`config.mk`:
```
export PLATFORM = sky130hd
export DESIGN_NAME = count_extender
export DESIGN_NICKNAME = d
export VERILOG_FILES = /design/src/rtl/counter_pkg.sv /design/src/rtl/count_step_model.sv /design/src/rtl/count_extender.sv
export SDC_FILE = /design/constraint.sdc
export NUM_CORES = 1
export LEC_CHECK = 0
export CORE_MARGIN = 1
export CORE_UTILIZATION = 51
export CTS_CLUSTER_SIZE = 8
export DETAILED_ROUTE_END_ITERATION = 8
export GPL_ROUTABILITY_DRIVEN = 0
export GPL_TIMING_DRIVEN = 1
export HOLD_SLACK_MARGIN = 0.02
export PLACE_DENSITY = 0.76
export SKIP_LAST_GASP = 1
export SLEW_MARGIN = 25
export SYNTH_ARGS = -nofsm -noshare
export SYNTH_HDL_FRONTEND = slang
export SYNTH_HIERARCHICAL = 1
export SYNTH_SLANG_ARGS = --single-unit
```
`constraint.sdc`:
```
create_clock -name clk -period 3.3 [get_ports clk]
set_input_delay 0.825 -clock clk [delete_from_list [all_inputs] [get_ports clk]]
set_output_delay 0.825 -clock clk [all_outputs]
set_load 0.02 [all_outputs]
```
`src/rtl/counter_pkg.sv`:
```
// Shared definitions for the 4-bit mode counter and its companions:
// mode encodings, the count type and the reference step functions.
package counter_pkg;

  typedef logic [3:0] q_t;

  typedef enum logic [1:0] {
    MODE_UP3  = 2'b00,
    MODE_DN1  = 2'b01,
    MODE_UP1  = 2'b10,
    MODE_LOAD = 2'b11
  } mode_e;

  function automatic q_t next_q(input q_t q, input mode_e mode, input q_t d);
    case (mode)
      MODE_UP3: next_q = q + 4'd3;
      MODE_DN1: next_q = q - 4'd1;
      MODE_UP1: next_q = q + 4'd1;
      default:  next_q = d;
    endcase
  endfunction

  // Wrap flag of a step taken from q: set when the modulo-16 result folded over.
  function automatic logic exp_rco(input q_t q, input mode_e mode);
    case (mode)
      MODE_UP3: exp_rco = (q >= 4'd13);
      MODE_DN1: exp_rco = (q == 4'd0);
      MODE_UP1: exp_rco = (q == 4'd15);
      default:  exp_rco = 1'b0;
    endcase
  endfunction

endpackage

```
`src/rtl/count_step_model.sv`:
```
// Combinational reference for one counter step: what Q, rco and load should
// show after a step governed by the sampled mode, data and previous count.
module count_step_model
  import counter_pkg::*;
(
  input  q_t    q_prev,
  input  mode_e mode_p,
  input  q_t    D_p,
  output q_t    exp_q,
  output logic  exp_rco,
  output logic  exp_load
);

  assign exp_q    = next_q(q_prev, mode_p, D_p);
  assign exp_rco  = counter_pkg::exp_rco(q_prev, mode_p);
  assign exp_load = (mode_p == MODE_LOAD);

endmodule

```
`src/rtl/count_extender.sv`:
```
// Extends the 4-bit mode counter to HI_W+4 bits, checks each counter step
// against the reference model and hands out snapshots over valid/ready.
module count_extender
  import counter_pkg::*;
#(
  parameter int HI_W   = 8,
  parameter int ERRC_W = 4
) (
  input  logic              clk,
  input  logic              reset,
  input  logic              enable,
  input  logic [1:0]        mode,
  input  logic [3:0]        D,
  input  logic [3:0]        Q,
  input  logic              rco,
  input  logic              load,
  input  logic              snap_req,
  input  logic              snap_ready,
  output logic              snap_valid,
  output logic [HI_W+3:0]   snap_data,
  input  logic              clr_sticky,
  output logic              ovf,
  output logic              step_err,
  output logic [ERRC_W-1:0] err_cnt,
  output logic              snap_drop
);

  mode_e           mode_p;
  logic            en_p;
  q_t              D_p;
  q_t              q_prev;
  logic            armed;
  logic [HI_W-1:0] hi;
  logic [HI_W-1:0] hi_next;
  logic            hi_wrap;
  q_t              exp_q;
  logic            exp_rco_w;
  logic            exp_load_w;
  logic            mismatch;
  logic            err_evt;
  logic            capture;
  logic            drop_evt;

  function automatic logic [ERRC_W-1:0] sat_inc(input logic [ERRC_W-1:0] c);
    sat_inc = (&c) ? c : c + ERRC_W'(1);
  endfunction

  count_step_model u_step_model (
    .q_prev   (q_prev),
    .mode_p   (mode_p),
    .D_p      (D_p),
    .exp_q    (exp_q),
    .exp_rco  (exp_rco_w),
    .exp_load (exp_load_w)
  );

  always_comb begin
    hi_next = hi;
    hi_wrap = 1'b0;
    if (load) begin
      hi_next = '0;
    end else if (rco && en_p) begin
      case (mode_p)
        MODE_UP3, MODE_UP1: begin
          hi_next = hi + HI_W'(1);
          hi_wrap = &hi;
        end
        MODE_DN1: begin
          hi_next = hi - HI_W'(1);
          hi_wrap = ~|hi;
        end
        default: ;
      endcase
    end
  end

  assign mismatch = (Q != exp_q) || (rco != exp_rco_w) || (load != exp_load_w);
  // A wrap flag under a load step never moves hi, so it is always an error.
  assign err_evt  = (armed && en_p && mismatch) || (rco && (mode_p == MODE_LOAD));
  assign capture  = snap_req && (!snap_valid || snap_ready);
  assign drop_evt = snap_req && snap_valid && !snap_ready;

  always_ff @(posedge clk or negedge reset) begin
    if (!reset) begin
      mode_p     <= MODE_UP3;
      en_p       <= 1'b0;
      D_p        <= '0;
      q_prev     <= '0;
      armed      <= 1'b0;
      hi         <= '0;
      snap_valid <= 1'b0;
      snap_data  <= '0;
      ovf        <= 1'b0;
      step_err   <= 1'b0;
      err_cnt    <= '0;
      snap_drop  <= 1'b0;
    end else begin
      mode_p <= mode_e'(mode);
      en_p   <= enable;
      D_p    <= D;
      q_prev <= Q;
      armed  <= 1'b1;
      hi     <= hi_next;

      if (capture) begin
        snap_data  <= {hi_next, Q};
        snap_valid <= 1'b1;
      end else if (snap_ready) begin
        snap_valid <= 1'b0;
      end

      // Clear wins: an event landing in the clearing cycle is dropped.
      if (clr_sticky) begin
        ovf       <= 1'b0;
        step_err  <= 1'b0;
        err_cnt   <= '0;
        snap_drop <= 1'b0;
      end else begin
        if (hi_wrap)  ovf <= 1'b1;
        if (err_evt) begin
          step_err <= 1'b1;
          err_cnt  <= sat_inc(err_cnt);
        end
        if (drop_evt) snap_drop <= 1'b1;
      end
    end
  end

endmodule

```
Yosys cells after proc, flatten, opt, wreduce, memory -nomap -nowiden

Cells that the tools add are included.

Word-level logic and storage cells: 71
Input port bits: 18
Register bits after elaboration: 40
Output and inout bits: 20

Multiplexer cells: 19
Eq/ne operators: 8
Order comparisons: 1
Reduce and logical (&&, ||, !) cells: 25
$add $sub $neg: 6

Operators by type and width:

| kind                | count |
|---|---|
| $mux 8              | 2 |
| $pmux 8 s2          | 1 |
| $mux 4              | 3 |
| $pmux 4 s3          | 1 |
| $mux 1              | 10 |
| $add 4x1->4 const B | 2 |
| $add 8x1->8 const B | 1 |
| $reduce_and 8->1    | 1 |
| $reduce_bool 2->1   | 4 |
| $reduce_or 8->1     | 1 |
| $sub 8x1->8 const B | 1 |
| $logic_and 1x1->1   | 7 |
| $add 4x2->4 const B | 1 |
| $eq 2x2->1 const B  | 2 |
| $eq 4x4->1 const B  | 1 |
| $ge 4x4->1 const B  | 1 |
| $logic_not 4->1     | 1 |
| $logic_or 1x1->1    | 4 |
| $ne 4x4->1          | 1 |
| $reduce_and 4->1    | 1 |
| $sub 4x1->4 const B | 1 |
| $logic_not 1->1     | 3 |
| $pmux 1 s3          | 1 |
| $eq 2x1->1 const B  | 1 |
| other kinds (6)     | 7 |

Longest topological paths before layout

Word-level depth: 9
Gate-level depth with buffers: 11

Hierarchy

The synthesis kept the hierarchy.

Modules (own cells, without submodules):

| module           | sequential area each (um2) | instances | area an instance (um2) | cells each |
|---|---|---|---|---|
| count_extender   | 1001.0                     | 1         | 1709.1                 | 150 |
| count_step_model | 0.0                        | 1         | 196.4                  | 26 |

Least setup slack after synthesis

OpenSTA, ideal clock, no wires.

Kind: register -> register
From: reg mode_p[0]
To: reg err_cnt[1]
Data arrival time: 2.397 ns
Clock period less this slack: 2.516 ns
Setup time: 0.119 ns
Path slack: 0.784 ns
Buffers on the path: 0
Stages on the path, launching flop included: 12
Cells stage by stage: dfrtp_1 > nand2b_1 > ha_1 > a21o_1 > a21oi_2 > nor3_1 > o32ai_2 > xnor2_1 > nand4_1 > o21ai_1 > mux2i_1 > nor2_1

Cells in the longest elaborated chain, start to end: 9
Elaborated cells between the ends (all ways): 16

Ends and longest elaborated chain:

| item                                     | line                  | text |
|---|---|---|
| start, declared                          | count_extender.sv:28  | `mode_e mode_p;` |
| start signal, assigned                   | count_extender.sv:98  | `mode_p <= mode_e'(mode);` |
| $eq 2x2->1, or another cell as far along | counter_pkg.sv:15     | `case (mode)` |
| $pmux 4 s3 *                             | counter_pkg.sv:15     |  |
| via exp_q[3]                             | count_extender.sv:36  | `q_t exp_q;` |
| $ne 4x4->1 *                             | count_extender.sv:77  | `assign mismatch = (Q != exp_q) \|\| (rco != exp_rco_w) \|\| (load != exp_load_w);` |
| $logic_or 1x1->1 * (2 in a row)          | count_extender.sv:77  |  |
| $logic_and 1x1->1 *                      | count_extender.sv:79  | `assign err_evt = (armed && en_p && mismatch) \|\| (rco && (mode_p == MODE_LOAD));` |
| $logic_or 1x1->1 *                       | count_extender.sv:79  |  |
| $reduce_bool 2->1 (no line) *            | -                     |  |
| $reduce_and 2->1 (no line) *             | -                     |  |
| end signal, assigned                     | count_extender.sv:122 | `err_cnt <= sat_inc(err_cnt);` |
| end, declared                            | count_extender.sv:24  | `output logic [ERRC_W-1:0] err_cnt,` |

Mark *: on every way through the listed nets, which the timed path passes. The rest lies on a longest branch.
A chain may end at the register's enable or synchronous reset.

Worst setup path in the final report

Same ends and word-level chain as after synthesis.

==> results.md <==
| Parameter | This run | Unit |
|:---|:---|:---|
| Clock tree root buffer cell | clkbuf_8 | - |
| Die Span X | 63.1 | um |
| Mean post-synth cell area | 10.8 | um^2 |
| Actual slew at the worst max-slew pin | 0.870 | ns |
| Number of global-route vias before repair | 1479 | - |
| Number of vias per cell after detailed routing | 5.49 | - |
| Switching portion of total power | 26.7 | % |
| Cell with the largest stage delay on the worst path | dfrtp_1 | - |
| Cts-stage hold buffer count | 0 | - |
| Type of the worst setup path | reg2reg | - |
| Share of the clock period used by the worst path after layout | 85.2 | % |
| Worst slew margin relative to its limit | 42.0 | % |
| Number of distinct library cells after synthesis | 42 | - |
| Die height | 63.1 | um |
| Power spent charging and discharging nets | 0.288 | mW |
| Syn_nets | 199 | - |
| Arrival time of the worst setup path | 2.99 | ns |
| Kind of end point of the critical path | register | - |
| Synthesis-stage register bit count | 40 | - |
| Static Leakage | 1.03 | nW |
| Setup repair after global routing missed its margin | false | - |
| Dominant combinational cell family by area after synthesis | simple AND/OR/NAND/NOR gates | - |
| Effective utilization at floorplan | 54.9 | % |
| Pre-Repair DR Iteration Count | 4 | - |
| Maximum buffer depth of the clock tree | 2 | - |
| Overall die area | 3980 | um^2 |
| Sequential-to-total area share from yosys stat | 52.5 | % |
| Post-CTS setup repair buffer count | 0 | - |
| Cell Pwr Density | 447 | nW/um^2 |
| Number of H-tree levels | 2 | - |
| First-pass GRT wire length | 6.74 | mm |
| Port Buffer Count | 37 | - |
| Synthesized cell area | 1910 | um^2 |
| Fraction of the mapped netlist area in adder cells | 4.20 | % |
| Clock Latency Late Sink | 0.30 | ns |
| Layout Nets | 241 | - |
| Aggregate global routing overflow | 0 | - |
| Number of cell rows | 21 | - |
| Number of max-cap violations | 0 | - |
| Launching element type of the critical path | register | - |
| Area Overhead vs Synth | 26.7 | % |
| WHS | 0.482 | ns |
| Setup-violating endpoint count in the final report | 0 | - |
| DRC violation total after the first TritonRoute iteration | 118 | - |
| Internal power contribution | 0.791 | mW |
| Part of the power in combinational logic | 19.0 | % |
| Share of cell area taken by muxes after synthesis | 6.37 | % |
| Clock Skew | 0.00388 | ns |
| Worst path bufs/invs | 0 | - |
| Share of the synthesized area in compound gates (AO/OA/AOI/OAI) | 10.4 | % |
| Fraction of power consumed by the clock network | 30.5 | % |
| Peak VDD IR | 0.000328 | V |
| Largest net degree at the start of global routing | 41 | - |
| F_max | 356 | MHz |
| Overall routing resource usage | 22.8 | % |
| Post-cts gate resize count | 0 | - |
| # IOs | 38 | - |
| Estimated wirelength of the detail-placed design | 2.93 | mm |
| Peak per-stage delay on the critical path | 0.49 | ns |
| Hold Violations, Final | 0 | - |
| Antenna Diode Count | 0 | - |
| Clock-pin slew of the registers on the worst-case setup and hold paths | 0.07 | ns |
| Outcome | complete, no violations | - |
| Number of antenna violations at the first check in global routing | 0 | - |
| TritonCTS clock tree | built | - |
| Number of vias after detailed routing | 1454 | - |
| Critical path peak fanout | 13 | - |
| Clock sinks | 40 | - |
| Largest delay contributor family on the critical path | compound AO/OA/AOI/OAI gates | - |
| Series of cell instances along the critical path | nand2b_1 -> ha_1 -> a21o_1 -> a21oi_2 -> nor3_1 -> o32ai_2 -> xnor2_1 -> nand4_1 -> o21ai_1 -> mux2i_1 -> nor2_1 | - |
| Seq pwr share | 50.5 | % |
| Req. time, crit path | 3.48 | ns |
| Worst hold-check path type | reg2reg | - |
| Share of post-route cells with drive strength above 1 | 11.0 | % |
| Post-detailed-routing wire length | 3.95 | mm |
| Routed length per placed instance | 14.9 | um |
| Placeable Area | 3470 | um^2 |
| TritonCTS Buffers | 5 | - |
| XOR/XNOR share of the synthesized area | 7.81 | % |
| Total Negative Setup Slacks | 0 | ns |
| Fin. max-slew vios | 0 | - |
| Synth Instances | 176 | - |
| Synthesis Warnings | 6 | - |
| Final ANT Viol Nets | 0 | - |
| Post-route DRC | 0 | - |
| Simple logic cell fraction of the synthesized area | 17.1 | % |
| R2R Setup Slk | 0.49 | ns |
| Fin worst setup slack | 0.489 | ns |
| Final critical-path required period | 2.81 | ns |
| Worst slack after detailed placement | 0.522 | ns |
-- flip-flops by register name, indices dropped and copies added (netlist names) --
register / flops
D_p: 4
armed: 1
en_p: 1
err_cnt: 4
hi: 8
mode_p: 2
ovf: 1
q_prev: 4
snap_data: 12
snap_drop: 1
snap_valid: 1
step_err: 1
-- through the flow --
stage | cell area, um^2 | cells | util, % | total power, mW
detailed placement | 2320 | 257 | 67.0 | 0.759
global route | 2410 | 265 | 69.6 | 1.13
finish | 2410 | 265 | 69.6 | 1.08
global placement | 2320 | 257 | 67.0 | 0.751
CTS | 2410 | 265 | 69.6 | 1.09
floorplan | 1910 | 176 | - | 0.666
-- worst reg2reg max path, stage by stage, from the launching register on --
cell and delay [ns]:
dfrtp_1 0.49, nand2b_1 0.23, ha_1 0.30, a21o_1 0.17
a21oi_2 0.20, nor3_1 0.09, o32ai_2 0.29, xnor2_1 0.15
nand4_1 0.15, o21ai_1 0.34, mux2i_1 0.23, nor2_1 0.05
-- cells in the final DEF (no fill, tap or decap), types with 4 or more instances in the layout --
master            n
nand2_1          18
xnor2_1          10
o21ai_0           7
clkdlybuf4s50_1  36
clkbuf_8          6
ha_1              4
o21ai_1           4
a21oi_1           7
xor2_1            7
dfrtp_1          40
nor2_1           17
or3_1             4
nand3_1           5
inv_1             4
nor3_1            6
mux2_2            8
-- logic make-up (layout without fill, tap and decap cells) --
logic type	after synthesis	in the layout
buffers and inverters	7	50
multiplexers	11	11
other	1	1
adder cells (fa/ha/maj)	6	6
AND/OR/NAND/NOR	64	64
flip-flops	40	40
XOR/XNOR	17	17
AO/OA/AOI/OAI	30	30
-- power by group through the flow --
stage / Sequential, mW / Clock [mW] / Combinational, mW
final: 0.545 / 0.329 / 0.205
after floorplan: 0.572 / 0 / 0.0937
after CTS: 0.545 / 0.337 / 0.206
after global placement: 0.552 / 0 / 0.200
after detailed placement: 0.554 / 0 / 0.205
after global routing: 0.549 / 0.357 / 0.223
-- path summary, 6_finish.rpt --
path                                           from                        to  depth (start not counted)
setup / recovery                mode_p[0]$_DFF_PN0_    err_cnt[1]$_DFFE_PN0P_                         11
hold / removal             snap_data[8]$_DFFE_PN0P_  snap_data[8]$_DFFE_PN0P_                          2
setup reg to reg                mode_p[0]$_DFF_PN0_    err_cnt[1]$_DFFE_PN0P_                         11
hold reg to reg            snap_data[8]$_DFFE_PN0P_  snap_data[8]$_DFFE_PN0P_                          2
max in group asynchronous                     reset    err_cnt[3]$_DFFE_PN0P_                          1
min in group asynchronous                     reset  snap_data[6]$_DFFE_PN0P_                          1
-- cell type report --
class	instances	area [um^2]
Fill cell	283	1050
Sequential cell	40	1000
Multi-Input combinational cell	129	877
Timing Repair Buffer	38	373
Clock buffer	8	90.1
Tap cell	46	57.6
Inverter	4	15.0
-- metal layers --
metal	global-route usage, %	wire length [um]
met2	41.3	2100
met5	0	0
met1	24.4	1600
met3	4.35	161
met4	13.1	91
-- cells in the mapped netlist, drive strengths merged --
master,count,share of area [%]
nand2b,2,0.66
o21ai,12,3.3
o21bai,1,0.39
maj3,1,0.53
buf,1,0.26
ha,4,2.6
nor4,2,1.4
nand4,2,0.66
or4b,1,0.72
o32ai,2,1.3
xor2,7,3.2
nand3,5,1.3
or2,1,0.33
nor2,17,3.3
or2b,1,0.39
conb,1,0.20
mux2,9,5.3
nand2,18,3.5
o31ai,1,0.66
or3,4,1.3
a21o,2,0.85
a21oi,8,2.3
fa,1,1.1
clkbuf,2,0.39
a31oi,2,0.66
nand4b,1,0.46
nor2b,3,0.99
and3,1,0.33
xnor2,10,4.6
a32oi,1,0.46
mux2i,2,1.1
nor3,6,1.6
o211ai,1,0.39
inv,4,0.79
dfrtp,40,53
Note: power is estimated with default switching activity, not from simulation.
